==> src/rtl/uart_grid_bridge.sv <==
// Byte-command bridge between a UART byte link and a row-addressed grid engine:
// step with repeat count, row writes, clear, and '#'/'.' text dump of the grid.
module uart_grid_bridge #(
  parameter int COLS  = 8,
  parameter int ROWS  = 32,
  parameter int CNT_W = 8,
  localparam int ROW_W = $clog2(ROWS)
) (
  input  logic             clk,
  input  logic             rst,
  input  logic [7:0]       rx_data,
  input  logic             rx_valid,
  output logic [7:0]       tx_data,
  output logic             tx_valid,
  input  logic             tx_ready,
  output logic [ROW_W-1:0] row_sel,
  input  logic [COLS-1:0]  row_rd_data,
  output logic [COLS-1:0]  row_wr_data,
  output logic             row_wr_en,
  output logic             step_en,
  input  logic             grid_busy,
  output logic             busy,
  output logic             rx_overrun
);

  localparam int COL_W = (COLS > 1) ? $clog2(COLS) : 1;
  localparam logic [COL_W-1:0] LAST_COL = COL_W'(COLS - 1);
  localparam logic [ROW_W-1:0] LAST_ROW = ROW_W'(ROWS - 1);

  typedef enum logic [3:0] {
    IDLE, STEP, STEP_WAIT, DUMP_ADDR, DUMP_CELL, DUMP_CR, DUMP_LF, CLEAR, ECHO
  } state_t;

  state_t             state;
  logic [CNT_W-1:0]   count;
  logic [CNT_W-1:0]   steps_left;
  logic [ROW_W-1:0]   wr_row;
  logic [ROW_W-1:0]   row_ptr;
  logic [COL_W-1:0]   wr_col;
  logic [COL_W-1:0]   dump_col;
  logic [COLS-1:0]    write_buf;
  logic [COLS-1:0]    row_buf;
  logic [COLS-1:0]    cell_row;
  logic [1:0]         hold;
  logic               dump_after;
  logic               accept;
  logic               is_digit;
  logic [CNT_W+4:0]   count_next;
  logic [CNT_W-1:0]   count_sat;

  function automatic logic [7:0] cell_char(input logic bit_val);
    return bit_val ? 8'h23 : 8'h2E;
  endfunction

  assign busy = (state != IDLE) || tx_valid;

  // count*10+9 always fits in CNT_W+5 bits, so saturation is a single compare
  always_comb begin
    accept     = rx_valid && !busy;
    is_digit   = (rx_data >= 8'h30) && (rx_data <= 8'h39);
    count_next = ({5'b0, count} * (CNT_W + 5)'(10)) + {{(CNT_W + 1){1'b0}}, rx_data[3:0]};
    count_sat  = (count_next > (CNT_W + 5)'({CNT_W{1'b1}})) ? {CNT_W{1'b1}} : count_next[CNT_W-1:0];
    cell_row         = write_buf;
    cell_row[wr_col] = (rx_data == 8'h23);
  end

  always_ff @(posedge clk) begin
    if (rst) begin
      state       <= IDLE;
      count       <= '0;
      steps_left  <= '0;
      wr_row      <= '0;
      wr_col      <= '0;
      row_ptr     <= '0;
      dump_col    <= '0;
      write_buf   <= '0;
      row_buf     <= '0;
      hold        <= '0;
      dump_after  <= 1'b0;
      tx_data     <= 8'h00;
      tx_valid    <= 1'b0;
      row_sel     <= '0;
      row_wr_data <= '0;
      row_wr_en   <= 1'b0;
      step_en     <= 1'b0;
      rx_overrun  <= 1'b0;
    end else begin
      row_wr_en <= 1'b0;
      step_en   <= 1'b0;
      if (rx_valid && busy) rx_overrun <= 1'b1;
      case (state)
        IDLE: if (accept) begin
          count <= is_digit ? count_sat : '0;
          if (!is_digit) begin
            case (rx_data)
              "s", "S": begin
                steps_left <= (count == '0) ? CNT_W'(1) : count;
                dump_after <= 1'b0;
                state      <= STEP;
              end
              "R": begin
                steps_left <= CNT_W'(1);
                dump_after <= 1'b1;
                state      <= STEP;
              end
              "r": begin
                row_ptr <= '0;
                row_sel <= '0;
                hold    <= 2'd1;
                state   <= DUMP_ADDR;
              end
              "w", "W": begin
                wr_row   <= '0;
                wr_col   <= '0;
                tx_data  <= "W";
                tx_valid <= 1'b1;
                state    <= ECHO;
              end
              ".", "#": begin
                write_buf <= cell_row;
                tx_data   <= rx_data;
                tx_valid  <= 1'b1;
                state     <= ECHO;
                if (wr_col == LAST_COL) begin
                  row_wr_en   <= 1'b1;
                  row_wr_data <= cell_row;
                  row_sel     <= wr_row;
                  wr_col      <= '0;
                  wr_row      <= (wr_row == LAST_ROW) ? '0 : wr_row + 1'b1;
                end else begin
                  wr_col <= wr_col + 1'b1;
                end
              end
              "c", "C": begin
                row_ptr <= '0;
                state   <= CLEAR;
              end
              default: begin
                tx_data  <= "X";
                tx_valid <= 1'b1;
                state    <= ECHO;
              end
            endcase
          end
        end
        STEP: begin
          step_en    <= 1'b1;
          steps_left <= steps_left - 1'b1;
          hold       <= 2'd2;
          state      <= STEP_WAIT;
        end
        // The engine only raises grid_busy after it has seen step_en, so the
        // first cycles after the strobe are not trusted.
        STEP_WAIT: begin
          if (hold != 2'd0) begin
            hold <= hold - 1'b1;
          end else if (!grid_busy) begin
            if (steps_left != '0) begin
              state <= STEP;
            end else if (dump_after) begin
              row_ptr <= '0;
              row_sel <= '0;
              hold    <= 2'd1;
              state   <= DUMP_ADDR;
            end else begin
              tx_data  <= "S";
              tx_valid <= 1'b1;
              state    <= ECHO;
            end
          end
        end
        DUMP_ADDR: begin
          if (hold != 2'd0) begin
            hold <= hold - 1'b1;
          end else begin
            row_buf  <= row_rd_data;
            dump_col <= '0;
            tx_data  <= cell_char(row_rd_data[0]);
            tx_valid <= 1'b1;
            state    <= DUMP_CELL;
          end
        end
        DUMP_CELL: if (tx_ready) begin
          if (dump_col == LAST_COL) begin
            tx_data <= 8'h0D;
            state   <= DUMP_CR;
          end else begin
            dump_col <= dump_col + 1'b1;
            tx_data  <= cell_char(row_buf[dump_col + 1'b1]);
          end
        end
        DUMP_CR: if (tx_ready) begin
          tx_data <= 8'h0A;
          state   <= DUMP_LF;
        end
        DUMP_LF: if (tx_ready) begin
          tx_valid <= 1'b0;
          if (row_ptr == LAST_ROW) begin
            row_sel <= '0;
            state   <= IDLE;
          end else begin
            row_ptr <= row_ptr + 1'b1;
            row_sel <= row_ptr + 1'b1;
            hold    <= 2'd1;
            state   <= DUMP_ADDR;
          end
        end
        CLEAR: begin
          row_sel     <= row_ptr;
          row_wr_data <= '0;
          row_wr_en   <= 1'b1;
          if (row_ptr == LAST_ROW) begin
            wr_row   <= '0;
            wr_col   <= '0;
            tx_data  <= "C";
            tx_valid <= 1'b1;
            state    <= ECHO;
          end else begin
            row_ptr <= row_ptr + 1'b1;
          end
        end
        ECHO: if (tx_ready) begin
          tx_valid <= 1'b0;
          state    <= IDLE;
        end
        default: state <= IDLE;
      endcase
    end
  end

endmodule

==> config.mk <==
export PLATFORM = sky130hd
export DESIGN_NAME = uart_grid_bridge
export DESIGN_NICKNAME = d
export VERILOG_FILES = /design/src/rtl/uart_grid_bridge.sv
export SDC_FILE = /design/constraint.sdc
export NUM_CORES = 1
export LEC_CHECK = 0
export BUFFER_PORTS_ARGS = -buffer_cell sky130_fd_sc_hd__buf_2
export CAP_MARGIN = 20
export CORE_AREA = 2 2 113 115
export DETAILED_ROUTE_END_ITERATION = 10
export DIE_AREA = 0 0 115 117
export PLACE_DENSITY = 0.67
export SLEW_MARGIN = 20
export SYNTH_ARGS = -nofsm -noshare
export SYNTH_HDL_FRONTEND = slang
export SYNTH_SLANG_ARGS = --single-unit
export TNS_END_PERCENT = 50
==> constraint.sdc <==
create_clock -name clk -period 3.2 [get_ports clk]
set_input_delay 0.64 -clock clk [delete_from_list [all_inputs] [get_ports clk]]
set_output_delay 0.64 -clock clk [all_outputs]
set_load 0.01 [all_outputs]
# == After elaboration in Yosys (flattened, before gate mapping) ==
# Index checks and enable logic that the tools add are counted.
# classes
n_addsub,7
n_eq_ne,52
bitwise,2
multipliers,1
magnitude_cmp,6
mux,111
n_reduce_logical,42
# op_table
cell,n
$mux 8,19
$mux 5,19
$eq 8x7->1 const B,8
$mux 4,15
$pmux 8 s2,3
$pmux 8 s6,1
$ne 2x2->1 const B,20
$pmux 5 s4,2
$pmux 4 s9,1
$pmux 5 s2,3
$pmux 8 s3,1
$mux 2,11
$reduce_and 11->1,2
$mux 3,7
$reduce_and 10->1,2
$pmux 3 s2,3
$mux 1,17
$eq 4x3->1 const B,4
$eq 8x6->1 const B,2
$reduce_and 4->1,4
$add 12x4->13,1
$gt 13x8->1 const B,1
$ne 3x3->1 const B,4
$pmux 4 s3,1
other kinds (42),70
# totals
word_cells,239
output_inout_bits,26
register_bits,80
in_bits,21

# == Depth between registers and ports, before layout ==
# Gate-level depths: netlist (run 1).
# depth
word_depth,10
ltp_mapped,9
mapped_depth_nobuf,8

# == Worst setup path after synthesis (run 1) ==
# OpenSTA, ideal clock, no wires.
# synth_timing
path_type,register to register
from,reg count[1]
to,reg count[7]
setup_slack_ns,0.553
stages_incl_launch_ff,9
setup_ns,0.152
required_ns,3.048
period_less_slack_ns,2.647
n_path_buf,0
arrival_ns,2.495
cell_sequence,dfxtp_1 ha_1 ha_1 fa_1 and3_1 a32oi_1 nor4_1 mux2i_1 a311oi_1
# synth_via
elab_chain_cells,5
# synth_rtl
element,line,rtl
start: declaration,35,logic [CNT_W-1:0] count;
start signal: assignment,93,count <= is_digit ? count_sat : '0;
$mul 8x3->11 *,61,"count_next = ({5'b0, count} * (CNT_W + 5)'(10)) + {{(CNT_W + 1){1'b0}}, rx_data[3:0]};"
$add 12x4->13 *,61,
$gt 13x8->1,62,count_sat = (count_next > (CNT_W + 5)'({CNT_W{1'b1}})) ? {CNT_W{1'b1}} : count_next[CNT_W-1:0];
$mux 8 *,62,
$mux 8 *,93,
# Mark *: on every way between the ends. The rest lies on a longest branch, timed or not.
# A chain may end at the register's enable or synchronous reset.

# == Worst setup path in the final report (run 1) ==
# layout_timing
from,reg count[1]
to,reg count[4]
# The elaborated chain is that of the path after synthesis.

==> qor.yml, run 1 <==
cts.sinks: 80
nets: 736
synthesis.nets: 698
multi_input_area_um2: 3510
numCtsBuffers: 9
crit_end: "count[4]"
slew_headroom_pct: 48.8
tritoncts: "done"
die_x_um: 115
combPwrFrac_pct: 40.8
grt_first_pass_wirelength_um: 24400
pwr-share-clk_pct: 27.6
final_common_cell: "dfxtp_1"
wire_per_inst_um: 18.2
rrSetupSlack_ps: 310
ys.flop_type: "dfxtp_1"
synth_cell_type_count: 80
fin_cells: 841
hold_class: "reg -> reg"
crit_fanout: 6
vias: 5360
initial_core_util_pct: 43.8
core_um2: 12300
post_cts_resized: 0
maxCapViolations: 0
top_usage_layer: "met2"
timing.hold.ws_ps: 459
dpl_cell_area_um2: 5800
port_buffers: 46
gp_congestion: 0.982
hpwl_um: 11100
fin_skew_ps: 4.82
reg2reg_to: "count[4]"
ys_seq_area_share_pct: 29.7
setup_viol: 0
vias_per_cell: 6.37
totalWireLength_um: 15300
use_met3_pct: 5.77
place_ws_ps: 355
rsz0062_at_grt: "false"
async_flop_share_pct: 0
period_share_pct: 90.4
net-switching-power_uw: 1600
grt_max_degree: 77
dieArea_um2: 13500
pwr-share-seq_pct: 31.5
antenna_found_initial: 0
tightestPinTransition_ps: 762
finalWorstPathRequiredPeriod_ps: 2890
htree_levels: 3
ys_warn_count: 0
crit_start: "count[1]"
placement_rows: 41
r2r_start: "count[1]"
dp_cells: 825
grt_overflow: 0
postSynthAreaPerCell_um2: 8.32
ir_drop_v: 0.000368
grt_pass1_vias: 4812
syn2layout_area_growth_pct: 13.4
r2r_cells: 9
critPathKind: "reg -> reg"
slew_violations: 0
cp_data_required_time_ps: 3440
cp_data_arrival_time_ps: 3130
clk_latency_ps: 350
path_clk_slew_ps: 70
grt_use_met2_pct: 33.6
endpoint_kind: "flop"
power.density_nw_per_um2: 647
dr.pass1.iters: 5
fin_area_um2: 6110
start_kind: "flop"
fin_tns_setup_ps: 0
fillers: 1174
sw_frac_of_total_pct: 40.4
track_usage_pct: 23.0
synth_area_um2: 5390
postLayoutSetupSlackWorst_ps: 307
syn_inst: 648
die_h_um: 117
drtIter0Drc: 419
layout_common_cells: "dfxtp_1 (80), nor2_1 (55), a21oi_1 (46), buf_2 (46), nand2_1 (37)"
synth_edf_count: 0
fmax_ghz: 0.346
hold_viol_final: 0
grtUsageMet1_pct: 31.8
postCtsSetupBuffers: 0
ys_ff_latch: 80
intPower_uw: 2360
status: "completed"
hold_buffers: 0
drcViolationCount: 0
seq_area_um2: 1600
cts_root_buffer: "clkbuf_16"
ioPinCount: 47
drive_above_1_share_pct: 15.8
p_leak_uw: 0.00246
ant_nets: 0
antenna_cells: 0
clockBufferDepth: 2
## worst max-delay path, stage by stage (launching register included)
cell,delay [ps]
dfxtp_1,470
ha_1,280
ha_1,240
fa_1,410
a211oi_1,430
o21ai_0,210
o211ai_1,130
mux2i_1,120
buf_4,170
a221oi_1,320
## routing by layer
| metal | up-vias | wire length, um |
|---|---|---|
| met5 | - | 0 |
| met4 | 0 | 498 |
| met3 | 37 | 1110 |
| met2 | 218 | 6780 |
| met1 | 2537 | 6910 |
| li1 | 2568 | - |
## cells by family (layout without fill, tap and decap cells)
logic type	count (synthesis)	in the layout	synth area share, %
adders and majority gates	29	29	7.01
AOI/OAI and AO/OA	184	184	23.5
and+or+nand+nor	248	248	26.2
xor gates and xnor gates	8	8	1.30
buffers and inverters	64	107	5.22
muxes	35	35	7.10
DFF	80	80	29.7
## cell type report
type,instances,area share (%)
clock buffers,9,3.68
clock inverters,7,1.43
inverters,21,1.29
multi-input cells,504,57.4
flip-flops and latches,80,26.2
well taps,150,3.07
repair buffers,70,6.92
## stage by stage
| step | total power, uW | utilization, % |
|---|---|---|
| 2_1_floorplan | 2400 | - |
| 3_3_place_gp | 2820 | 47.1 |
| 3_5_place_dp | 2840 | 47.1 |
| 4_1_cts | 3930 | 49.7 |
| 5_1_grt | 4190 | 49.7 |
| 6_report | 3960 | 49.7 |
## how the worst min path moves through the flow
| stage | start | end | slack [ps] | depth (start not counted) |
|---|---|---|---|---|
| after CTS | dump_col[2] | dump_col[2] | 460 | 2 |
| after floorplan | dump_col[1] | dump_col[1] | 440 | 2 |
| after detailed placement | rx_overrun | rx_overrun | 450 | 2 |
| final | dump_col[2] | dump_col[2] | 460 | 2 |
| after global routing | rx_overrun | rx_overrun | 480 | 2 |
| after global placement | dump_col[1] | dump_col[1] | 440 | 2 |
## synth_stat cells, drive strengths merged, types with 13 or more instances
| cell type | count | area share, % |
|---|---|---|
| dfxtp | 80 | 30 |
| a21oi | 46 | 4.3 |
| nor4 | 17 | 2.0 |
| nand4 | 13 | 1.5 |
| nor2 | 55 | 3.8 |
| nand2 | 37 | 2.6 |
| o21ai | 33 | 3.1 |
| buf | 13 | 1.7 |
| inv | 20 | 1.4 |
| ha | 27 | 6.3 |
| a211oi | 16 | 2.2 |
| nor3b | 13 | 1.9 |
| mux2i | 30 | 5.6 |
| clkbuf | 30 | 2.1 |
| a221oi | 13 | 2.1 |
| nor3 | 18 | 1.7 |
| nand3 | 15 | 1.4 |
## power by group through the flow
stage	registers (uW)	clock network [uW]	logic, uW
after global placement	1260	0	1560
after floorplan	1240	0	1160
after CTS	1240	1110	1580
after detailed placement	1260	0	1570
after global routing	1260	1160	1770
final	1250	1090	1620
## registers in the layout, indices dropped and copies added (netlist names), 4 cells and up
| name | flops |
|---|---|
| write_buf | 8 |
| wr_row | 5 |
| row_sel | 5 |
| count | 8 |
| row_ptr | 5 |
| row_buf | 8 |
| steps_left | 8 |
| state | 4 |
| tx_data | 8 |
| row_wr_data | 8 |
No activity file was read; power rests on OpenSTA's default activity.
==> run 2: changes to the inputs <==
--- a/config.mk
+++ b/config.mk
@@ -7,9 +7,9 @@
 export LEC_CHECK = 0
 export BUFFER_PORTS_ARGS = -buffer_cell sky130_fd_sc_hd__buf_2
 export CAP_MARGIN = 20
-export CORE_AREA = 2 2 113 115
+export CORE_AREA = 2 2 130 100
 export DETAILED_ROUTE_END_ITERATION = 10
-export DIE_AREA = 0 0 115 117
+export DIE_AREA = 0 0 132 102
 export PLACE_DENSITY = 0.67
 export SLEW_MARGIN = 20
 export SYNTH_ARGS = -nofsm -noshare
==> qor.yml, run 2 (synthesized netlist as in run 1, its figures left out) <==
drive_above_1_share_pct: 15.3  # was 15.8%
placement_rows: 35  # was 41
ir_drop_v: 0.000302  # was 0.000368 V
finalWorstPathRequiredPeriod_ps: 2800  # was 2890 ps
post_cts_resized: 0  # unchanged
slew_violations: 0  # unchanged
endpoint_kind: "flop"  # unchanged
drtIter0Drc: 411  # was 419
totalWireLength_um: 15600  # was 15300 um
ant_nets: 0  # unchanged
crit_top_cell: "ha_1"  # unchanged
grt_pass1_vias: 4940  # was 4812
rsz0062_at_grt: "false"  # unchanged
clk_latency_ps: 340  # was 350 ps
fin_area_um2: 6150  # was 6110 um^2
p_leak_uw: 0.00245  # was 0.00246 uW
grt_first_pass_wirelength_um: 25400  # was 24400 um
dieArea_um2: 13500  # about the same
period_share_pct: 87.4  # was 90.4%
clockBufferDepth: 2  # unchanged
grt_max_degree: 32  # was 77
gp_congestion: 0.938  # was 0.982
hpwl_um: 11400  # was 11100 um
htree_levels: 3  # unchanged
cp_data_arrival_time_ps: 3040  # was 3130 ps
syn2layout_area_growth_pct: 14.0  # was 13.4%
wire_per_inst_um: 18.2  # about the same
vias_per_cell: 6.23  # was 6.37
track_usage_pct: 23.4  # was 23.0%
start_kind: "flop"  # unchanged
postLayoutSetupSlackWorst_ps: 402  # was 307 ps
dpl_cell_area_um2: 5780  # was 5800 um^2
nets: 732  # was 736
critPathKind: "reg -> reg"  # unchanged
tightestPinTransition_ps: 748  # was 762 ps
dp_cells: 837  # was 825
status: "completed"  # unchanged
port_buffers: 46  # unchanged
path_clk_slew_ps: 60  # was 70 ps
tritoncts: "done"  # unchanged
final_common_cell: "dfxtp_1"  # unchanged
cts_root_buffer: "clkbuf_16"  # unchanged
fmax_ghz: 0.357  # was 0.346 GHz
slowest_delay_ps: 460  # was 470 ps
drcViolationCount: 0  # unchanged
ioPinCount: 47  # unchanged
postCtsSetupBuffers: 0  # unchanged
power_uw: 4120  # was 3960 uW
fin_tns_setup_ps: 0  # unchanged
die_h_um: 102  # was 117 um
hold_class: "reg -> reg"  # unchanged
hold_buffers: 0  # unchanged
antenna_found_initial: 2  # was 0
fin_cells: 854  # was 841
core_um2: 12100  # was 12300 um^2
power.density_nw_per_um2: 670  # was 647 nW/um^2
setup_viol: 0  # unchanged
initial_core_util_pct: 44.5  # was 43.8%
place_ws_ps: 445  # was 355 ps
grt_overflow: 0  # unchanged
fin_skew_ps: 5.96  # was 4.82 ps
critPathSlowestCell: "dfxtp_1"  # unchanged
die_x_um: 132  # was 115 um
hold_viol_final: 0  # unchanged
crit_fanout: 8  # was 6
path_cells: "ha_1 > ha_1 > fa_1 > a211oi_1 > o21ai_0 > o211ai_1 > mux2i_1 > buf_4 > a221oi_1"  # unchanged
numCtsBuffers: 9  # unchanged
slew_headroom_pct: 49.4  # was 48.8%
layout_common_cells: "dfxtp_1 (80), nor2_1 (55), a21oi_1 (46), buf_2 (46), nand2_1 (37)"  # unchanged
maxCapViolations: 0  # unchanged
dr.pass1.iters: 5  # unchanged
cp_data_required_time_ps: 3440  # about the same
rrSetupSlack_ps: 400  # was 310 ps
vias: 5324  # was 5360
cts.sinks: 80  # unchanged
fillers: 1183  # was 1174
## run 2: changes by cell type in the layout (fill, tap and decap cells not counted), moves of 2 or more
cell | previous run | this run
buf_4 | 23 | 20
bufinv_16 | 1 | 4
clkinvlp_4 | 0 | 2
inv_6 | 2 | 0
inv_8 | 2 | 0
## run 2: final timing paths
check / startpoint / endpoint / cells past startpoint
hold / removal: dump_col[1] / dump_col[1] / 2
setup / recovery: count[1] / count[2] / 9
setup reg to reg: count[1] / count[2] / 9
hold reg to reg: dump_col[1] / dump_col[1] / 2
## run 2: layout make-up
| cell class | count | area, um^2 | area share, % |
|---|---|---|---|
| well taps | 166 | 208 | 3.38 |
| clock inverters | 7 | 144 | 2.34 |
| flip-flops and latches | 80 | 1600 | 26.0 |
| clock buffers | 9 | 225 | 3.66 |
| repair buffers | 66 | 380 | 6.19 |
| diodes | 1 | 2.50 | 0.0407 |
| multi-input cells | 504 | 3510 | 57.1 |
| inverters | 21 | 78.8 | 1.28 |
## run 2: critical path, delay by kind of cell (launching register included)
kind | cells | cell delay (ps)
adders and majority gates | 3 | 930
muxes | 1 | 100
AOI/OAI and AO/OA | 4 | 1040
DFF | 1 | 460
buffers and inverters | 1 | 170
## run 2: power breakdown
group	internal [uW]	switching (uW)	leakage, uW
logic	603	1010	0.00163
registers	1120	116	0.000648
clock network	842	430	0.000172
total	2560	1560	0.00245
## run 2: routing by layer
metal / GRT usage (%) / vias to the layer above / share of wire (%)
li1: - / 2550 / -
met1: 32.0 / 2517 / 45
met2: 37.4 / 225 / 45
met3: 4.76 / 30 / 8.1
met4: 7.86 / 2 / 1.7
met5: 0 / - / 0.084
## run 2: per-stage QoR
stage                     hold slack (ps)  util (%)
after detailed placement              452      47.6
after global routing                  499      50.7
final                                 463      50.7
after global placement                444      47.6
after CTS                             460      50.7
after floorplan                       436         -
